[src/rtl/spi_stepper_pkg.sv]
// Shared types, packet field layout and the half-step coil table
// for the SPI-commanded stepper controller.
package spi_stepper_pkg;

  localparam int CMD_PER_W = 16;
  localparam int CMD_PKT_W = 8 + CMD_PER_W;
  localparam int CH_W      = 6;

  localparam int DIR_POS  = CMD_PKT_W - 1;
  localparam int HALF_POS = CMD_PKT_W - 2;
  localparam int CH_MSB   = CMD_PKT_W - 3;
  localparam int CH_LSB   = CMD_PER_W;
  localparam int PER_MSB  = CMD_PER_W - 1;

  typedef struct packed {
    logic                 dir;
    logic                 half;
    logic [CH_W-1:0]      ch;
    logic [CMD_PER_W-1:0] period;
  } step_cmd_t;

  typedef enum logic [1:0] {
    MODE_RELEASE,
    MODE_HOLD,
    MODE_RUN
  } ch_mode_t;

  // {A,B,C,D} per phase index, index 0 in the low nibble
  localparam logic [31:0] HALF_TBL = {
    4'b1001, 4'b0001, 4'b0011, 4'b0010,
    4'b0110, 4'b0100, 4'b1100, 4'b1000
  };

  function automatic logic [3:0] coil_pattern(input logic [2:0] idx);
    return HALF_TBL[{idx, 2'b00} +: 4];
  endfunction

  function automatic ch_mode_t ch_mode(input logic dir, input logic per_zero);
    if (!per_zero) return MODE_RUN;
    return dir ? MODE_RELEASE : MODE_HOLD;
  endfunction

  // Full-step from an odd index moves one to realign on an even index.
  function automatic logic [2:0] next_phase(input logic [2:0] idx,
                                            input logic       dir,
                                            input logic       half);
    logic [2:0] stride;
    stride = (half || idx[0]) ? 3'd1 : 3'd2;
    return dir ? idx - stride : idx + stride;
  endfunction

endpackage

[src/rtl/spi_stepper_ctrl_rx.sv]
// SPI command receiver: pin synchronizers, shift register, bit counter
// and frame validation, producing one decoded command per good frame.
module spi_cmd_rx
  import spi_stepper_pkg::*;
#(
  parameter int NCH   = 4,
  parameter int PKT_W = CMD_PKT_W
) (
  input  logic      clk,
  input  logic      reset,
  input  logic      cs,
  input  logic      sck,
  input  logic      sdi,
  output step_cmd_t cmd,
  output logic      cmd_valid,
  output logic      cmd_err
);

  localparam int CNT_W = $clog2(PKT_W + 2);
  localparam int CHW1  = CH_W + 1;
  localparam logic [CNT_W-1:0] CNT_FULL = CNT_W'(PKT_W);
  localparam logic [CNT_W-1:0] CNT_SAT  = CNT_W'(PKT_W + 1);
  localparam logic [CHW1-1:0]  NCH_LIM  = CHW1'(NCH);

  logic [1:0]       cs_ff, sck_ff, sdi_ff;
  logic             cs_d, sck_d;
  logic             cs_rise, cs_fall, sck_rise;
  logic [PKT_W-1:0] shreg;
  logic [CNT_W-1:0] bit_cnt;
  logic             ch_ok;

  assign cs_rise  = cs_ff[1] & ~cs_d;
  assign cs_fall  = ~cs_ff[1] & cs_d;
  assign sck_rise = sck_ff[1] & ~sck_d;
  assign ch_ok    = {1'b0, shreg[CH_MSB:CH_LSB]} < NCH_LIM;

  always_ff @(posedge clk or posedge reset) begin
    if (reset) begin
      cs_ff     <= '0;
      sck_ff    <= '0;
      sdi_ff    <= '0;
      cs_d      <= 1'b0;
      sck_d     <= 1'b0;
      shreg     <= '0;
      bit_cnt   <= '0;
      cmd       <= '0;
      cmd_valid <= 1'b0;
      cmd_err   <= 1'b0;
    end else begin
      cs_ff     <= {cs_ff[0], cs};
      sck_ff    <= {sck_ff[0], sck};
      sdi_ff    <= {sdi_ff[0], sdi};
      cs_d      <= cs_ff[1];
      sck_d     <= sck_ff[1];
      cmd_valid <= 1'b0;
      cmd_err   <= 1'b0;

      if (cs_rise) begin
        bit_cnt <= '0;
      end else if (sck_rise && cs_ff[1]) begin
        shreg <= {shreg[PKT_W-2:0], sdi_ff[1]};
        if (bit_cnt != CNT_SAT) bit_cnt <= bit_cnt + 1'b1;
      end

      // sdi and sck share the same sync depth, so sdi_ff[1] is aligned to sck_rise
      if (cs_fall) begin
        if (bit_cnt == CNT_FULL && ch_ok) begin
          cmd_valid  <= 1'b1;
          cmd.dir    <= shreg[DIR_POS];
          cmd.half   <= shreg[HALF_POS];
          cmd.ch     <= shreg[CH_MSB:CH_LSB];
          cmd.period <= shreg[PER_MSB:0];
        end else begin
          cmd_err <= 1'b1;
        end
      end
    end
  end

endmodule

[src/rtl/spi_stepper_ctrl.sv]
// Multi-channel stepper controller: SPI command receiver feeding NCH
// independent step generators that drive 4-coil outputs.
module spi_stepper_ctrl
  import spi_stepper_pkg::*;
#(
  parameter int NCH   = 4,
  parameter int PER_W = CMD_PER_W,
  parameter int PKT_W = 8 + PER_W
) (
  input  logic             clk,
  input  logic             reset,
  input  logic             cs,
  input  logic             sck,
  input  logic             sdi,
  output logic [4*NCH-1:0] coil,
  output logic             pkt_valid,
  output logic             frame_err
);

  step_cmd_t cmd;
  logic      cmd_valid;
  logic      cmd_err;

  spi_cmd_rx #(
    .NCH   (NCH),
    .PKT_W (PKT_W)
  ) u_rx (
    .clk       (clk),
    .reset     (reset),
    .cs        (cs),
    .sck       (sck),
    .sdi       (sdi),
    .cmd       (cmd),
    .cmd_valid (cmd_valid),
    .cmd_err   (cmd_err)
  );

  always_ff @(posedge clk or posedge reset) begin
    if (reset) begin
      pkt_valid <= 1'b0;
      frame_err <= 1'b0;
    end else begin
      pkt_valid <= cmd_valid;
      frame_err <= cmd_err;
    end
  end

  for (genvar k = 0; k < NCH; k++) begin : g_ch
    logic             dir_q, half_q, en_q;
    logic [PER_W-1:0] per_q, cnt_q;
    logic [2:0]       phase_q;
    logic             hit, wrap;
    ch_mode_t         mode;

    assign hit  = cmd_valid && (cmd.ch == CH_W'(k));
    assign mode = ch_mode(dir_q, per_q == '0);
    assign wrap = (cnt_q == per_q - 1'b1);

    // A commit takes priority over a step falling on the same edge.
    always_ff @(posedge clk or posedge reset) begin
      if (reset) begin
        dir_q   <= 1'b0;
        half_q  <= 1'b0;
        en_q    <= 1'b0;
        per_q   <= '0;
        cnt_q   <= '0;
        phase_q <= '0;
      end else if (hit) begin
        dir_q  <= cmd.dir;
        half_q <= cmd.half;
        per_q  <= PER_W'(cmd.period);
        cnt_q  <= '0;
        en_q   <= (cmd.period != '0) || !cmd.dir;
      end else if (mode == MODE_RUN) begin
        if (wrap) begin
          cnt_q   <= '0;
          phase_q <= next_phase(phase_q, dir_q, half_q);
        end else begin
          cnt_q <= cnt_q + 1'b1;
        end
      end
    end

    assign coil[4*k +: 4] = en_q ? coil_pattern(phase_q) : 4'b0000;
  end

endmodule

[config.mk]
export PLATFORM = sky130hd
export DESIGN_NAME = spi_stepper_ctrl
export DESIGN_NICKNAME = d
export VERILOG_FILES = /design/src/rtl/spi_stepper_pkg.sv /design/src/rtl/spi_stepper_ctrl_rx.sv /design/src/rtl/spi_stepper_ctrl.sv
export SDC_FILE = /design/constraint.sdc
export NUM_CORES = 1
export LEC_CHECK = 0
export BUFFER_PORTS_ARGS = -buffer_cell sky130_fd_sc_hd__buf_2
export CAP_MARGIN = 0
export CORE_MARGIN = 2
export CORE_UTILIZATION = 57
export CTS_BUF_LIST = sky130_fd_sc_hd__clkbuf_4 sky130_fd_sc_hd__clkbuf_8 sky130_fd_sc_hd__clkbuf_16
export DETAILED_ROUTE_END_ITERATION = 7
export PLACE_DENSITY = 0.81
export REMOVE_ABC_BUFFERS = 1
export SYNTH_ARGS = -nofsm -noshare
export SYNTH_HDL_FRONTEND = slang
export SYNTH_SLANG_ARGS = --single-unit
[constraint.sdc]
create_clock -name clk -period 5.4 [get_ports clk]
set_input_delay 0 -clock clk [delete_from_list [all_inputs] [get_ports clk]]
set_output_delay 0 -clock clk [all_outputs]
set_load 0.01 [all_outputs]
==> summary.md, run 1 <==
| Metric | Value |
|---|---|
| Vias | roughly 8600 |
| Post-route ant nets | 0 |
| Tightest Pin Transition | roughly 1.1 ns |
| GRT overflow | 0 |
| Crit path time final | about 3.9 ns |
| Fmax | 259.5 MHz |
| Post-Syn Area | 11870 µm² |
| Register area share after synthesis | 45.74% |
| Setup crit end kind | register |
| Setup TNS | 0 ns |
| Clock-pin transition on the worst setup and hold timing paths | roughly 0.06 ns |
| IO buf count | 22 |
| Tot Pwr | roughly 3.3 mW |
| Final core occ | between 60 and 70% |
| Critical path class | register to register |
| Syn Area/Cell | 10.38 µm² |
| Warnings from Yosys | 0 |
| First-pass GRT wire length | around 40000 µm |
| Cts bufs inserted | 23 |
| Relative slew margins | 29.03% |
| Worst hold-check path type | primary input to asynchronous set/reset pin |
| Static Leak | 6.271 nW |
| Final Max Slew Viols | 0 |
| Post-synth EDFFs | 0 |
| Status | finished clean |
| Count of state elements after synthesis | about 220 |
| Vias in the first global route | between 8000 and 9000 |
| Area delta synth->final | 9.454% |
| Max-cap violations | 0 |
| Ys flop type | dfrtp_1 |
| TritonCTS clock tree | built |
| Critical Path AT | 4.24 ns |
| Die height | about 150 µm |
| CP endpoint | g_ch[2].cnt_q[12]$_DFFE_PP0P_ |
| Final Hold Viols | 0 |
| Die width | 148.3 µm |
| Starting Density | approximately three fifths |
| H-tree Lvls | 1 |
| Distinct cells, synth | 67 |
| Std-Cell Rows | 52 |
| Nets | between 1000 and 1500 |
| Max VDD drop | between 300 and 400 µV |
| Startpoint types | register |
| WP data required | a little under 6 ns |
| Die area | ~22000 µm² |
| FILL cells | 1596 |
| Post-route cell area | 12990 µm² |
| Final WS setup | about 1.5 ns |
| Clk_skew | ~0.0095 ns |
| RR Endpoint | g_ch[2].cnt_q[12]$_DFFE_PP0P_ |
| Fin crit share | 71.37% |
| Maximum number of pins on one net before global-route repair | 84 |
| Reg2reg setup slack | 1.55 ns |
| Ant diodes | 0 |
| WL/cell | 17.01 µm |
| Post-CTS sizing | 0 |
| Final setup fails | 0 |
| Worst Reg-to-Reg Cells | 8 |
| # DRC | 0 |
| Layout cells sized above 1 | between 10% and 20% |
| Placer Congestion | about 0.90 |
| Detailed placer's ending HPWL | 16420 µm |
| TritonRoute pass-1 iters | 4 |
| # IOs | 23 |
| RSZ-0062 raised after global routing | no |
| Peak fanout along the critical path | 14 |
| PwrDens | approximately 260 nW/µm² |
| DRT iter0 DRCs | roughly 540 |
| DR vias/cell | ~6.0 |
| CTS max path bufs | 3 |
| Gate Count Post-Synth | around 1100 |
| Worst r2r src | g_ch[2].per_q[3]$_DFFE_PP0P_ |
| Root buffer cell | clkbuf_16 |
| Post-synth ARST share | 100.0% |
| Core box area | roughly 20000 µm² |
| Placed inst area | between 10000 and 15000 µm² |
| CP Launch Point | g_ch[2].per_q[3]$_DFFE_PP0P_ |
| Initial antenna violation count | 0 |
| Total Routing Usage GR | approximately 23% |
| Drt total wl | about 24000 µm |
| Sink Count | ~220 |
| Clock latency on the worst-skew pair | about 0.51 ns |
| Pre-CTS setup slack | between 1.5 and 2 ns |
[layout by cell type, fill, tap and decap left out, drive strengths merged, types with 7 or more instances in the layout]
master | Yosys | routed
dfrtp | 217 | 217
mux2 | 116 | 116
nor2 | 82 | 82
nand2 | 74 | 74
xnor2 | 59 | 59
nand3 | 58 | 58
xor2 | 58 | 58
o21ai | 45 | 45
buf | 14 | 31
clkbuf | 38 | 29
inv | 28 | 28
nor4 | 27 | 27
a21oi | 25 | 25
a21o | 25 | 25
nor3 | 24 | 24
nor2b | 20 | 20
nand4 | 19 | 19
or3 | 18 | 18
and2 | 14 | 14
nand2b | 14 | 14
and3 | 14 | 14
nand3b | 14 | 14
or4 | 14 | 14
mux2i | 13 | 13
a211oi | 13 | 13
ha | 11 | 11
nor4b | 8 | 8
a22o | 8 | 8
nand4b | 7 | 7
or2 | 7 | 7
clkinv | 0 | 7
[registers in the layout, summed over array words and instances (netlist names), 4 cells and up]
| register | cells |
|---|---|
| g_ch.cnt_q | 64 |
| g_ch.dir_q | 4 |
| g_ch.en_q | 4 |
| g_ch.half_q | 4 |
| g_ch.per_q | 64 |
| g_ch.phase_q | 12 |
| u_rx.bit_cnt | 5 |
| u_rx.cmd | 24 |
| u_rx.shreg | 24 |
[cell type report]
type,count,area (µm²),share of cell area (%)
clock inverter,10,125.1,0.9629
clock buffer,29,645.6,4.969
multi-input combinational,847,6125,47.14
sequential,217,5430,41.79
inverter,28,112.6,0.8666
timing repair buffer,35,217.7,1.675
tap,270,337.8,2.600
[kinds of logic after synthesis]
group	Yosys count	synth area share (%)
buffers and inverters	80	2.730
AO/OA/AOI/OAI	157	8.864
AND/OR/NAND/NOR	429	20.07
multiplexers	129	12.13
adder cells (fa/ha/maj)	15	1.834
XOR/XNOR	117	8.632
flip-flops	217	45.74
[metal layers]
| layer | share of wire (%) | GRT usage, % | routed length (µm) |
|---|---|---|---|
| met5 | 0 | 0 | 0 |
| met4 | 2.7 | 6.095 | 666 |
| met3 | 3.9 | 3.252 | 941 |
| met2 | 49 | 39.10 | 11930 |
| met1 | 45 | 29.93 | 10890 |
[worst max-delay path, stage by stage (launching register included)]
cell and delay, ns:
dfrtp_1 0.47, nor4_2 0.88, nand4_1 0.36, or3b_1 0.45, a211oi_1 0.23, a311oi_1 0.13, nor4_4 0.65, nor2_1 0.20
a221o_1 0.37
[what timing repair did]
item / CTS / global route
hold buffers: 4 / 0
buffers inserted: 0 / 0
hold endpoints to repair: 65 / 0
[power breakdown]
part,switching (mW),total [mW],internal [mW]
Combinational,0.0430,0.0634,0.0203
Sequential,0.0138,1.66,1.64
Clock,0.627,1.61,0.983
[how the worst min path moves through the flow]
stage	startpoint	end	slack, ns	depth (start not counted)
detailed placement	reset	g_ch[3].cnt_q[13]$_DFFE_PP0P_	0.07	2
finish	reset	g_ch[3].cnt_q[15]$_DFFE_PP0P_	0.07	3
global route	reset	g_ch[3].cnt_q[14]$_DFFE_PP0P_	0.12	3
CTS	reset	g_ch[3].cnt_q[15]$_DFFE_PP0P_	0.08	3
global placement	reset	g_ch[3].cnt_q[13]$_DFFE_PP0P_	0.06	2
floorplan	cs	u_rx.cs_ff[0]$_DFF_PP0_	0.03	0
[cells in the mapped netlist (21+ instances only)]
| cell type | n | area, µm² |
|---|---|---|
| dfrtp_1 | 217 | 5430 |
| mux2_2 | 115 | 1295 |
| nor2_1 | 82 | 307.8 |
| nand2_1 | 74 | 277.8 |
| xnor2_1 | 59 | 516.8 |
| nand3_1 | 58 | 290.3 |
| xor2_1 | 58 | 508.0 |
| o21ai_0 | 44 | 220.2 |
| clkbuf_1 | 37 | 138.9 |
| inv_1 | 28 | 105.1 |
| a21o_1 | 25 | 187.7 |
| a21oi_1 | 25 | 125.1 |
| nor3_1 | 23 | 115.1 |
| nor4_1 | 21 | 131.4 |
[through the flow]
step           std cells  hold slack (ns)
6_report            1436          0.06716
5_1_grt             1436           0.1175
4_1_cts             1436          0.07881
3_5_place_dp        1393          0.07060
3_3_place_gp        1393          0.06200
2_1_floorplan       1092          0.03143
(Power assumes the default switching activity.)
==> inputs of run 2 (changes only) <==
- ABC_AREA: default -> 1
- CORE_UTILIZATION: 57 -> 58
- PLACE_DENSITY: 0.81 -> 0.82
- clock period: 5.4 -> 3.45 ns (I/O delays scaled with it)
==> summary.md, run 2 <==
| Metric | Value |
|---|---|
| Reg power frac | a little under half |
| Final WS setup | 0.9317 ns |
| Root buffer cell | clkbuf_16 |
| CP bufs+invs | 1 |
| Critical Path AT | about 2.9 ns |
| Largest family of logic cells by synthesized area | simple AND/OR/NAND/NOR gates |
| Initial antenna violation count | 0 |
| Final setup fails | 0 |
| Top Registers | g_ch.cnt_q (64), g_ch.per_q (64) |
| Distinct cells, synth | 45 |
| PwrDens | between 300 and 400 nW/µm² |
| Reg2reg setup slack | 0.93 ns |
| Post-Syn Area | between 10000 and 15000 µm² |
| WL/cell | 14.52 µm |
| Tot Pwr | between 5 and 6 mW |
| Die width | 154.5 µm |
| Final Hold Viols | 0 |
| CP max-delay cell | dfrtp_1 |
| Core box area | between 20000 and 25000 µm² |
| H-tree Lvls | 1 |
| Drt total wl | between 30000 and 40000 µm |
| Fmax | around 400 MHz |
| FILL cells | about 1900 |
| Peak fanout along the critical path | 16 |
| Leading area contributor after synthesis | dfrtp_1 |
| Post-synthesis xor/xnor area fraction | approximately 6.2% |
| Combinational group share of total power | 2.1% |
| Post-route ant nets | 0 |
| Vias | around 12000 |
| Sink Count | 217 |
| Worst Reg-to-Reg Cells | 11 |
| Clock latency on the worst-skew pair | 0.53 ns |
| Static Leak | about 7.2 nW |
| Simple-gate share of the synthesized area | about a third |
| P_sw | roughly 1.2 mW |
| Hold Crit Start | sck |
| Final core occ | approximately 65% |
| # IOs | 23 |
| Nets | between 1500 and 2000 |
| Hold buffers post-CTS | 4 |
| Crit path time final | roughly 2.5 ns |
| Layout cells sized above 1 | 7.230% |
| Clock network fraction of total power | 52.8% |
| Cell family with most CP delay | simple AND/OR/NAND/NOR gates |
| Post-CTS sizing | 0 |
| Worst r2r src | g_ch[3].per_q[0]$_DFFE_PP0P_ |
| Most common cell in the netlist | nand2_1 |
| Final Max Slew Viols | 0 |
| WP data required | between 3 and 4 ns |
| Top cells by area, synth | dfrtp_1 (41%), nand2_1 (17%), inv_1 (6.2%) |
| Worst hold-check path type | primary input to register |
| CP max stage delay | 0.40 ns |
| Post CTS Setup Buffer Count | 0 |
| Cts bufs inserted | 25 |
| Commonest cells after routing, fill and taps aside | nand2_1 (584), dfrtp_1 (217), inv_1 (216) |
| Ys flop type | dfrtp_1 |
| P_int | roughly 4.6 mW |
| Most common cell after layout, fill and taps aside | nand2_1 |
| Tightest Pin Transition | between 1 and 1.5 ns |
| Clock-pin transition on the worst setup and hold timing paths | 0.06 ns |
| Startpoint types | register |
| Total Routing Usage GR | between 20% and 30% |
| First-pass GRT wire length | roughly 53000 µm |
| Crit-path cells | inv_1, ha_1, nand3_2, nor2_2, nand3_1, nand2_1, nand3_1, nor2_1, nand3_2, nand3b_1, nand2_1 |
| Syn Area/Cell | 7.144 µm² |
| Synth Area in Compound Gates | a little under 8% |
| CTS max path bufs | 3 |
| IO buf count | 22 |
| Fin crit share | roughly 73% |
| Std-Cell Rows | between 50 and 60 |
| DRT iter0 DRCs | 842 |
| Max VDD drop | approximately 460 µV |
| Hold Path End | u_rx.sck_ff[0]$_DFF_PP0_ |
| Detailed placer's ending HPWL | 22090 µm |
| Die area | 23870 µm² |
| Mux cell area share after synthesis | 0% |
| Placed insts | between 2000 and 2500 |
| TritonCTS clock tree | built |
| TritonRoute pass-1 iters | 5 |
| Pre-CTS setup slack | between 0.9 and 1 ns |
| Die height | ~150 µm |
| # DRC | 0 |
| Ant diodes | 0 |
| Hold Path Cell Cnt | 2 |
| Register area share after synthesis | about two fifths |
| Clk_skew | between 0.01 and 0.015 ns |
| Starting Density | about three fifths |
| RSZ-0062 raised after global routing | no |
| Post-synth EDFFs | 0 |
| Post-synth ARST share | 100.0% |
| Switching share of power | about a fifth |
| GRT overflow | 0 |
| Vias in the first global route | approximately 11000 |
| Max-cap violations | 0 |
| Maximum number of pins on one net before global-route repair | ~120 |
| Area share of the largest cell type after synthesis | 41.33% |
| Warnings from Yosys | 0 |
| Gate Count Post-Synth | 1839 |
| Critical path class | register to register |
| Post-synthesis adder-cell area fraction | 1.657% |
| Placer Congestion | just over 0.9 |
| RR Endpoint | g_ch[3].cnt_q[9]$_DFFE_PP0P_ |
| Relative slew margins | between 30% and 40% |
| Area delta synth->final | 10.36% |
| DR vias/cell | between 5 and 6 |
| Final Non-Filler Cells | about 2200 |
| Count of state elements after synthesis | about 220 |
| Top cells by count, synth | nand2_1 (584), dfrtp_1 (217), inv_1 (217), nor2_1 (188), o21ai_0 (152) |
| Status | finished clean |
| Setup crit end kind | register |
## run 2: area by class of cell
type | instances | area, µm² | area share (%)
Clock buffer | 33 | 698.2 | 4.815
Clock inverter | 13 | 261.5 | 1.804
Inverter | 225 | 852.1 | 5.877
Multi-Input combinational cell | 1358 | 6670 | 46.00
Sequential cell | 217 | 5430 | 37.45
Tap cell | 285 | 356.6 | 2.459
Timing Repair Buffer | 35 | 230.2 | 1.588
## run 2: worst max path at each step
stage / start / endpoint / slack [ns] / cells after the start
final: g_ch[3].per_q[0]$_DFFE_PP0P_ / g_ch[3].cnt_q[9]$_DFFE_PP0P_ / 0.93 / 11
after global routing: g_ch[3].per_q[0]$_DFFE_PP0P_ / g_ch[3].cnt_q[12]$_DFFE_PP0P_ / 0.59 / 11
after CTS: g_ch[3].per_q[0]$_DFFE_PP0P_ / g_ch[3].cnt_q[6]$_DFFE_PP0P_ / 0.94 / 10
after detailed placement: g_ch[3].per_q[0]$_DFFE_PP0P_ / g_ch[3].cnt_q[14]$_DFFE_PP0P_ / 0.97 / 11
after global placement: g_ch[3].per_q[0]$_DFFE_PP0P_ / g_ch[3].cnt_q[11]$_DFFE_PP0P_ / 1.02 / 11
after floorplan: reset / frame_err$_DFF_PP0_ / -2.49 / 1
## run 2: routing by layer
layer,track usage [%],up-vias,wire length (µm)
met5,0,-,0
met4,7.275,0,850
met3,2.550,56,1449
met2,44.28,262,14510
met1,37.73,5408,14640
li1,-,5916,-
## run 2: power by group through the flow
stage / registers (mW) / logic (mW) / clock network, mW
final: 2.61 / 0.120 / 3.05
after global routing: 2.61 / 0.145 / 3.17
after CTS: 2.60 / 0.125 / 3.08
after detailed placement: 2.65 / 0.120 / 0
after global placement: 2.65 / 0.114 / 0
after floorplan: 2.65 / 0.0839 / 0
## run 2: cell families after synthesis
family	count (synthesis)
buffers and inverters	264
XOR/XNOR	93
flip-flops	217
adder cells (fa/ha/maj)	15
AND/OR/NAND/NOR	1057
AO/OA/AOI/OAI	193
## run 2: metrics by stage
stage / setup TNS, ns / hold slack (ns) / cell area, µm²
2_1_floorplan: -539.46 / 0.03143 / 12940
3_3_place_gp: 0 / 0.1077 / 13500
3_5_place_dp: 0 / 0.1098 / 13500
4_1_cts: 0 / 0.09058 / 14500
5_1_grt: 0 / 0.1097 / 14500
6_report: 0 / 0.1102 / 14500
==> inputs of run 3 (changes only) <==
- CORE_UTILIZATION: 58 -> 60
- clock period: 3.45 -> 2.4 ns (I/O delays scaled with it)
==> summary.md, run 3 (synthesis gave the netlist of run 2 again) <==
| Metric | Value |
|---|---|
| Maximum number of pins on one net before global-route repair | 92 |
| Relative slew margins | approximately 55% |
| Combinational group share of total power | around 2.4% |
| Max VDD drop | between 600 and 700 µV |
| Final Max Slew Viols | 0 |
| First-pass GRT wire length | about 53000 µm |
| H-tree Lvls | 1 |
| Critical Path AT | roughly 2.6 ns |
| Worst hold margin | roughly 0.097 ns |
| Ant diodes | 0 |
| Die area | about 23000 µm² |
| Std-Cell Rows | 54 |
| Core box area | between 20000 and 25000 µm² |
| Most common cell after layout, fill and taps aside | nand2_1 |
| PwrDens | 524.9 nW/µm² |
| CP bufs+invs | 1 |
| Fin crit share | approximately nine tenths |
| Drt total wl | 31730 µm |
| P_sw | between 1.5 and 2 mW |
| CTS max path bufs | 3 |
| FILL cells | 1816 |
| RSZ-0062 raised after global routing | no |
| Clock latency on the worst-skew pair | around 0.53 ns |
| Sink Count | 217 |
| TritonCTS clock tree | built |
| Clock network fraction of total power | between 40% and 50% |
| Setup crit end kind | register |
| Total Routing Usage GR | between 20% and 30% |
| Setup TNS | 0 ns |
| Detailed placer's ending HPWL | around 23000 µm |
| Final setup fails | 0 |
| # IOs | 23 |
| Commonest cells after routing, fill and taps aside | nand2_1 (583), dfrtp_1 (217), inv_1 (215) |
| Area delta synth->final | 10.37% |
| DRT iter0 DRCs | between 900 and 1000 |
| Fmax | approximately 450 MHz |
| Clk_skew | between 0.01 and 0.015 ns |
| GRT overflow | 0 |
| Tightest Pin Transition | between 0.6 and 0.7 ns |
| P_int | between 5 and 6 mW |
| CP max stage delay | between 0.3 and 0.4 ns |
| Crit-path cells | inv_1, ha_1, nand3_2, nor2_2, nand2_1, xor2_1, nand3_1, nor2_1, nand2_2, nand2_2, o21ai_0 |
| Status | finished clean |
| IO buf count | 22 |
| CP max-delay cell | dfrtp_1 |
| Max-cap violations | 0 |
| TritonRoute pass-1 iters | 7 |
| Vias | 11921 |
| Startpoint types | register |
| Die height | 152.0 µm |
| WP data required | about 2.8 ns |
| Post-route ant nets | 0 |
| Cts bufs inserted | 24 |
| Starting Density | around 61% |
| Cell family with most CP delay | simple AND/OR/NAND/NOR gates |
| Clock-pin transition on the worst setup and hold timing paths | about 0.060 ns |
| Switching share of power | between 20% and 30% |
| Peak fanout along the critical path | 15 |
| Initial antenna violation count | 0 |
| DR vias/cell | roughly 5.5 |
| Static Leak | 7.217 nW |
| Final Hold Viols | 0 |
| Placer Congestion | 0.9443 |
| # DRC | 0 |
| Vias in the first global route | between 10000 and 15000 |
| Critical path class | register to register |
| Reg power frac | 49.2% |
| WL/cell | around 15 µm |
| Top Registers | g_ch.cnt_q (64), g_ch.per_q (64) |
| Most used cell, CP | nand2_2 |
| Worst hold-check path type | primary input to asynchronous set/reset pin |
| Crit path time final | 2.204 ns |
| Die width | 152.0 µm |
| Root buffer cell | clkbuf_16 |
| Layout cells sized above 1 | under 10% |
| Nets | 1897 |
run 3: path summary, 6_finish.rpt:
check	startpoint	to	slack, ns	depth (start not counted)
setup / recovery	g_ch[0].per_q[0]$_DFFE_PP0P_	g_ch[0].cnt_q[14]$_DFFE_PP0P_	0.20	11
hold / removal	reset	g_ch[1].dir_q$_DFFE_PP0P_	0.1	3
setup reg to reg	g_ch[0].per_q[0]$_DFFE_PP0P_	g_ch[0].cnt_q[14]$_DFFE_PP0P_	0.20	11
hold reg to reg	u_rx.sck_ff[0]$_DFF_PP0_	u_rx.sck_ff[1]$_DFF_PP0_	0.35	0
max in group asynchronous	reset	u_rx.cs_d$_DFF_PP0_	1.49	4
min in group clk	sdi	u_rx.sdi_ff[0]$_DFF_PP0_	0.12	2
run 3: worst reg2reg max path, stage by stage, from the launching register on:
cell     delay, ns
dfrtp_1       0.39
inv_1         0.10
ha_1          0.21
nand3_2       0.16
nor2_2        0.18
nand2_1       0.08
xor2_1        0.17
nand3_1       0.09
nor2_1        0.18
nand2_2       0.12
nand2_2       0.25
o21ai_0       0.14
run 3: power by group through the flow:
stage,combinational (mW),sequential (mW),clock [mW]
floorplan,0.121,3.80,0
global placement,0.171,3.81,0
detailed placement,0.176,3.81,0
CTS,0.185,3.74,3.73
global route,0.216,3.75,3.87
finish,0.179,3.75,3.69
run 3: per-layer routing:
metal / routed length (µm) / GRT usage [%] / vias to the layer above
met5: 0 / 0 / -
met4: 782 / 7.877 / 0
li1: - / - / 5923
met3: 1952 / 3.309 / 66
met2: 14720 / 44.42 / 393
met1: 14270 / 39.26 / 5539
run 3: area by class of cell:
cell class                 instances  area [µm²]  share of cell area, %
multi-input combinational       1358        6698                  46.19
sequential                       217        5430                  37.45
inverter                         225       852.1                  5.876
clock buffer                      35       750.7                  5.177
timing repair buffer              51       362.8                  2.502
tap                              280       350.3                  2.416
clock inverter                     8       56.30                 0.3883
run 3: timing repair:
action / 4_1_cts / 5_1_grt
resized for setup: 0 / 8
hold buffers: 4 / 0
hold endpoints to repair: 89 / 0
buffers inserted: 0 / 1
setup endpoints to repair: 0 / 37
run 3: per-stage QoR:
stage	power (mW)	util, %	instances	setup WS (ns)	cell area (µm²)
after detailed placement	3.985	62.79	2126	0.1371	13620
after global routing	7.838	66.86	2174	0.01913	14500
after CTS	7.655	66.70	2173	0.1413	14470
final	7.612	66.86	2174	0.1965	14500
after floorplan	3.925	-	1800	-3.536	12940
after global placement	3.977	62.79	2126	0.2212	13620
